==> src/rtl/serial_adder.sv <==
`default_nettype none
// ============================================================================
//  Module   : serial_adder
//  Purpose  : Multi-cycle adder. It adds WIDTH-bit operands DIGIT bits per
//             clock, starting with the least significant digit. A carry
//             register links one digit to the next. Uses a start/busy/done
//             handshake.
//  Options  : Define SERIAL_ADDER_SUB_EN to add the 'sub' port. When the
//             latched sub is 1, operand B is inverted, so the result is
//             a - b - 1 + cin.
//  Ports    : clk    - rising-edge clock
//             rst_n  - asynchronous active-low reset
//             start  - request, sampled only when idle
//             a, b   - WIDTH-bit operands, latched on an accepted start
//             cin    - carry in, latched on an accepted start
//             sub    - subtract select (only with SERIAL_ADDER_SUB_EN)
//             busy   - high while an operation is in flight
//             done   - one-cycle pulse; sum/cout/ovf are valid
//             sum    - result, held from done until the next accepted start
//             cout   - carry out of the MSB
//             ovf    - signed overflow (carry into MSB ^ carry out of MSB)
//  Revision : 1.0 - initial release
// ============================================================================
module serial_adder #(
    parameter int WIDTH = 8,
    parameter int DIGIT = 1
) (
    input  logic             clk,
    input  logic             rst_n,
    input  logic             start,
    input  logic [WIDTH-1:0] a,
    input  logic [WIDTH-1:0] b,
    input  logic             cin,
`ifdef SERIAL_ADDER_SUB_EN
    input  logic             sub,
`endif
    output logic             busy,
    output logic             done,
    output logic [WIDTH-1:0] sum,
    output logic             cout,
    output logic             ovf
);

    localparam int c_num_digits = (DIGIT > 0) ? (WIDTH / DIGIT) : 1;
    localparam int c_cnt_w      = (c_num_digits > 1) ? $clog2(c_num_digits) : 1;
    localparam logic [c_cnt_w-1:0] c_last = c_cnt_w'(c_num_digits - 1);

    // Reject configurations that cannot be split into whole digits.
    generate
        if (WIDTH < 1 || DIGIT < 1 || DIGIT > WIDTH || (WIDTH % DIGIT) != 0) begin : g_bad_params
            $error("serial_adder: need WIDTH >= 1, 1 <= DIGIT <= WIDTH and WIDTH %% DIGIT == 0");
        end
    endgenerate

    typedef enum logic [1:0] {
        S_IDLE = 2'd0,
        S_RUN  = 2'd1,
        S_DONE = 2'd2
    } state_t;

    state_t               r_state;
    state_t               w_state_next;
    logic                 w_accept;
    logic                 w_last;

    logic [WIDTH-1:0]     r_a;
    logic [WIDTH-1:0]     r_b;
    logic                 r_carry;
    logic [c_cnt_w-1:0]   r_cnt;
    logic [WIDTH-1:0]     r_sum;
    logic                 r_cout;
    logic                 r_ovf;

    logic [WIDTH-1:0]     w_b_eff;
    logic [DIGIT:0]       w_c;
    logic [DIGIT-1:0]     w_dsum;
    logic [WIDTH-1:0]     w_sum_next;

    // Subtraction folds into the add by inverting B once at latch time.
    // After that, the datapath is a plain adder.
`ifdef SERIAL_ADDER_SUB_EN
    assign w_b_eff = sub ? ~b : b;
`else
    assign w_b_eff = b;
`endif

    // ------------------------------------------------------------------
    // FSM
    // ------------------------------------------------------------------
    always_ff @(posedge clk or negedge rst_n) begin
        if (!rst_n) begin
            r_state <= S_IDLE;
        end else begin
            r_state <= w_state_next;
        end
    end

    always_comb begin
        w_state_next = r_state;
        w_accept     = 1'b0;
        w_last       = 1'b0;
        case (r_state)
            S_IDLE: begin
                if (start) begin
                    w_accept     = 1'b1;
                    w_state_next = S_RUN;
                end
            end
            S_RUN: begin
                if (r_cnt == c_last) begin
                    w_last       = 1'b1;
                    w_state_next = S_DONE;
                end
            end
            S_DONE: begin
                w_state_next = S_IDLE;
            end
            default: begin
                w_state_next = S_IDLE;
            end
        endcase
    end

    // ------------------------------------------------------------------
    // Digit adder: DIGIT full adders in a ripple chain fed by the carry reg.
    // The operand registers shift right each cycle, so the current digit
    // is always in the low bits.
    // ------------------------------------------------------------------
    assign w_c[0] = r_carry;

    generate
        for (genvar i = 0; i < DIGIT; i++) begin : g_fa
            assign w_dsum[i] = r_a[i] ^ r_b[i] ^ w_c[i];
            assign w_c[i+1]  = (r_a[i] & r_b[i]) | (w_c[i] & (r_a[i] ^ r_b[i]));
        end
    endgenerate

    // New digits enter at the top of the result register. After N shifts,
    // the first (least significant) digit has reached bit 0.
    generate
        if (DIGIT == WIDTH) begin : g_sum_full
            assign w_sum_next = w_dsum;
        end else begin : g_sum_shift
            assign w_sum_next = {w_dsum, r_sum[WIDTH-1:DIGIT]};
        end
    endgenerate

    // ------------------------------------------------------------------
    // Datapath registers
    // ------------------------------------------------------------------
    always_ff @(posedge clk or negedge rst_n) begin
        if (!rst_n) begin
            r_a     <= '0;
            r_b     <= '0;
            r_carry <= 1'b0;
            r_cnt   <= '0;
            r_sum   <= '0;
            r_cout  <= 1'b0;
            r_ovf   <= 1'b0;
        end else if (w_accept) begin
            r_a     <= a;
            r_b     <= w_b_eff;
            r_carry <= cin;
            r_cnt   <= '0;
        end else if (r_state == S_RUN) begin
            r_a     <= r_a >> DIGIT;
            r_b     <= r_b >> DIGIT;
            r_carry <= w_c[DIGIT];
            r_cnt   <= r_cnt + c_cnt_w'(1);
            r_sum   <= w_sum_next;
            if (w_last) begin
                // On the final digit, w_c[DIGIT-1] is the carry into the MSB.
                r_cout <= w_c[DIGIT];
                r_ovf  <= w_c[DIGIT] ^ w_c[DIGIT-1];
            end
        end
    end

    assign busy = (r_state != S_IDLE);
    assign done = (r_state == S_DONE);
    assign sum  = r_sum;
    assign cout = r_cout;
    assign ovf  = r_ovf;

endmodule
`default_nettype wire

==> config.mk <==
export PLATFORM = sky130hd
export DESIGN_NAME = serial_adder
export DESIGN_NICKNAME = d
export VERILOG_FILES = /design/src/rtl/serial_adder.sv
export SDC_FILE = /design/constraint.sdc
export NUM_CORES = 1
export LEC_CHECK = 0
export CAP_MARGIN = 10
export CORE_UTILIZATION = 41
export CTS_CLUSTER_DIAMETER = 200
export DETAILED_ROUTE_END_ITERATION = 16
export HOLD_SLACK_MARGIN = 0.05
export PLACE_DENSITY_LB_ADDON = 0.12
export SETUP_SLACK_MARGIN = 0.3
export SLEW_MARGIN = 20
export SYNTH_ARGS = -nofsm -noshare
export SYNTH_HDL_FRONTEND = slang
export SYNTH_SLANG_ARGS = --single-unit
export TNS_END_PERCENT = 30
==> constraint.sdc <==
create_clock -name clk -period 1.5 [get_ports clk]
set_input_delay 0.15 -clock clk [delete_from_list [all_inputs] [get_ports clk]]
set_output_delay 0.15 -clock clk [all_outputs]
set_load 0.01 [all_outputs]
==> impl_metrics.csv <==
group,metric,value,unit
placement,dpl.cell_count,206,
grt,grt_first_pass_wirelength,4930,um
power,ir_drop,0.00101,V
setup_path,critPathMaxFanout,3,
timing,fin_crit_sh,0.910,
synth,syn_area,0.00141,sq mm
cells_and_area,fin_nets,200,
synth,synth_seq_cells,32,
floorplanning,die_h,60.6,um
floorplanning,start_util,0.446,
grt,met2_usage,0.292,
power,p_leak,0.882,nW
cts,hold_buffers,0,
synth,avgSynthCellArea,10.4,sq um
timing,max-slew-margin-rel,0.724,
grt,grt_max_degree,33,
placement,port_buffers,31,
detailed_routing,drcViolationCount,0,
cts,clkTransAtPathRegs,100,ps
detailed_routing,dr.pass1.iters,4,
timing,fin_worst_skew,5.85,ps
grt,grt_pass1_vias,1073,
grt,grt-busiest-layer,"met2",
setup_path,path_cells,"ha_1, ha_1, and2_1, mux2_2",
detailed_routing,routed_wl,3240,um
status,run_status,"finished, final reports clean",
cts,cts_tree,"built",
cells_and_area,final_cells,222,
synth,ys_seq_area_frac,0.569,
timing,rsz0062_at_grt,"yes",
timing,max_freq,0.733,GHz
placement,hpwl,2070,um
timing,setup_tns,0,ps
setup_path,start_kind,"flip-flop",
cells_and_area,diodes,0,
cells_and_area,area_growth_syn_to_layout,40.9,%
setup_path,worstPathArrival,1600,ps
grt,grt_util_all_layers,0.188,
floorplanning,dieArea,0.00367,sq mm
cts,clk_path_buf_depth,2,
synth,ys_warn_count,0,
floorplanning,core_area,0.00315,sq mm
placement,pre_cts_ws,57.3,ps
floorplanning,die_x,60.6,um
run,cap_violations,0,
hold_path,hp-class,"input port to async pin",
cts,clockRootBuffer,"clkbuf_4",
cts,clk-insertion-delay-late,330,ps
synth,synthCells,135,
setup_path,worstSetupPathType,"flip-flop to flip-flop",
setup_path,worstSetupEndpointType,"flip-flop",
timing,setup_ws,135,ps
setup_path,critPathRequiredTime,1730,ps
power,total_power,4.02,mW
grt,overflow,0,
timing,tightest_slew,413,ps
synth,synth_edf_count,0,
detailed_routing,viasPerCell,5.32,
setup_path,cp_common_cell,"ha_1",
detailed_routing,vias,1182,
synth,async_flop_share,1.00,
timing,fin_hold_ws,212,ps
setup_path,worst_path_max_delay_cell,"dfrtp_1",
timing,setup_violations,0,
timing,finalHoldViolations,0,
grt,use_met1,0.237,
power,p_per_area,2030,mW/mm^2
grt,grt_util_met3,0.0618,
floorplanning,rows,20,
synth,syn_nets,158,
cts,htree_levels,2,
synth,synth_flop_cell,"dfrtp_1",
timing,finalCriticalPeriod,1370,ps
setup_path,critPathMaxStageDelay,410,ps
timing,slew_viol_final,0,
cts,numCtsBuffers,5,
placement,globalplace.congestion,0.767,
cells_and_area,drive_gt1_frac,0.208,
cts,clock_sinks,32,
synth,ys_types,27,
floorplanning,ioPinCount,32,
detailed_routing,drt_iter0_drc,29,
detailed_routing,ant_nets,0,
grt,antenna_found_initial,0,
detailed_routing,wl_per_cell,14.6,um
-- per-stage QoR --
step	area, sq um	util
2_1_floorplan	1420	-
3_3_place_gp	1760	0.559
3_5_place_dp	1760	0.559
4_1_cts	1850	0.587
5_1_grt	1980	0.629
6_report	1980	0.629
-- power breakdown --
| part | switching, mW | internal [mW] | total [mW] |
|---|---|---|---|
| clock | 0.304 | 0.347 | 0.652 |
| sequential | 0.303 | 1.26 | 1.57 |
| combinational | 0.854 | 0.951 | 1.81 |
-- final timing paths --
check,start,endpoint,slack (ps),cells after the start
max in group asynchronous,rst_n,r_state[0],980,2
setup / recovery,r_cnt[0],cout,130,4
hold reg to reg,sum[0],sum[0],490,2
min in group clk,a[7],r_a[7],400,3
setup reg to reg,r_cnt[0],cout,130,4
hold / removal,rst_n,sum[2],210,2
-- worst max-delay path: cells and delay by family (launching register included) --
kind	cells	cell delay, ps
flip-flops	1	410
adder cells (fa/ha/maj)	2	420
multiplexers	1	270
AND/OR/NAND/NOR	1	170
-- layout make-up --
type / instances / area (sq um)
Timing Repair inverter: 1 / 5.00
Multi-Input combinational cell: 91 / 617
Fill cell: 287 / 1170
Timing Repair Buffer: 43 / 408
Clock buffer: 5 / 37.5
Tap cell: 44 / 55.1
Clock inverter: 3 / 42.5
Sequential cell: 32 / 803
Inverter: 3 / 15.0
-- flip-flops by register name (all words and copies together) (netlist names) --
signal	cells
r_b	8
cout	1
sum	8
r_cnt	3
r_a	8
r_carry	1
r_state	2
ovf	1
-- cells by family (layout without fill, tap and decap cells) --
kind of cell | after synthesis | count (layout) | share of synthesized area
xor+xnor | 1 | 1 | 0.00622
compound gates | 47 | 47 | 0.217
simple gates | 38 | 39 | 0.119
mux | 1 | 1 | 0.00800
buf+inv | 13 | 55 | 0.0489
fa+ha+maj | 3 | 3 | 0.0320
flops | 32 | 32 | 0.569
-- layer usage --
metal	vias up	wire length, um
met5	-	0
met4	0	63
met3	6	172
met2	40	1580
met1	570	1420
li1	566	-
-- Yosys cell counts, types with 2 or more instances --
master | instances | area (sq um)
nand2_1 | 26 | 97.6
a21oi_1 | 11 | 55.1
o21ai_0 | 2 | 10.0
o22ai_1 | 22 | 138
inv_1 | 3 | 11.3
nor2_1 | 3 | 11.3
nand2b_1 | 4 | 25.0
ha_1 | 2 | 25.0
a22o_1 | 2 | 17.5
nor2b_1 | 2 | 12.5
buf_2 | 7 | 35.0
a2bb2oi_1 | 5 | 43.8
dfrtp_1 | 32 | 801
-- what timing repair did --
item	CTS	global route
buffers inserted	2	4
gates resized for setup	18	20
setup endpoints to repair	39	41
pin swaps	1	4
gates cloned	0	2
-- layout by cell type, fill, tap and decap left out, types with 2 or more instances in the layout --
cell	n
dfrtp_1	30
o21ai_0	2
dfrtp_2	2
nor2b_1	2
inv_1	2
o22ai_1	20
a2bb2oi_1	4
nand2_1	26
nand2b_1	2
nand2b_4	2
clkinvlp_4	2
a21oi_1	11
buf_6	3
dlygate4sd2_1	9
buf_4	9
a22o_1	2
clkbuf_4	5
ha_1	2
clkdlybuf4s50_1	19
Note: power is estimated with default switching activity, not from simulation.
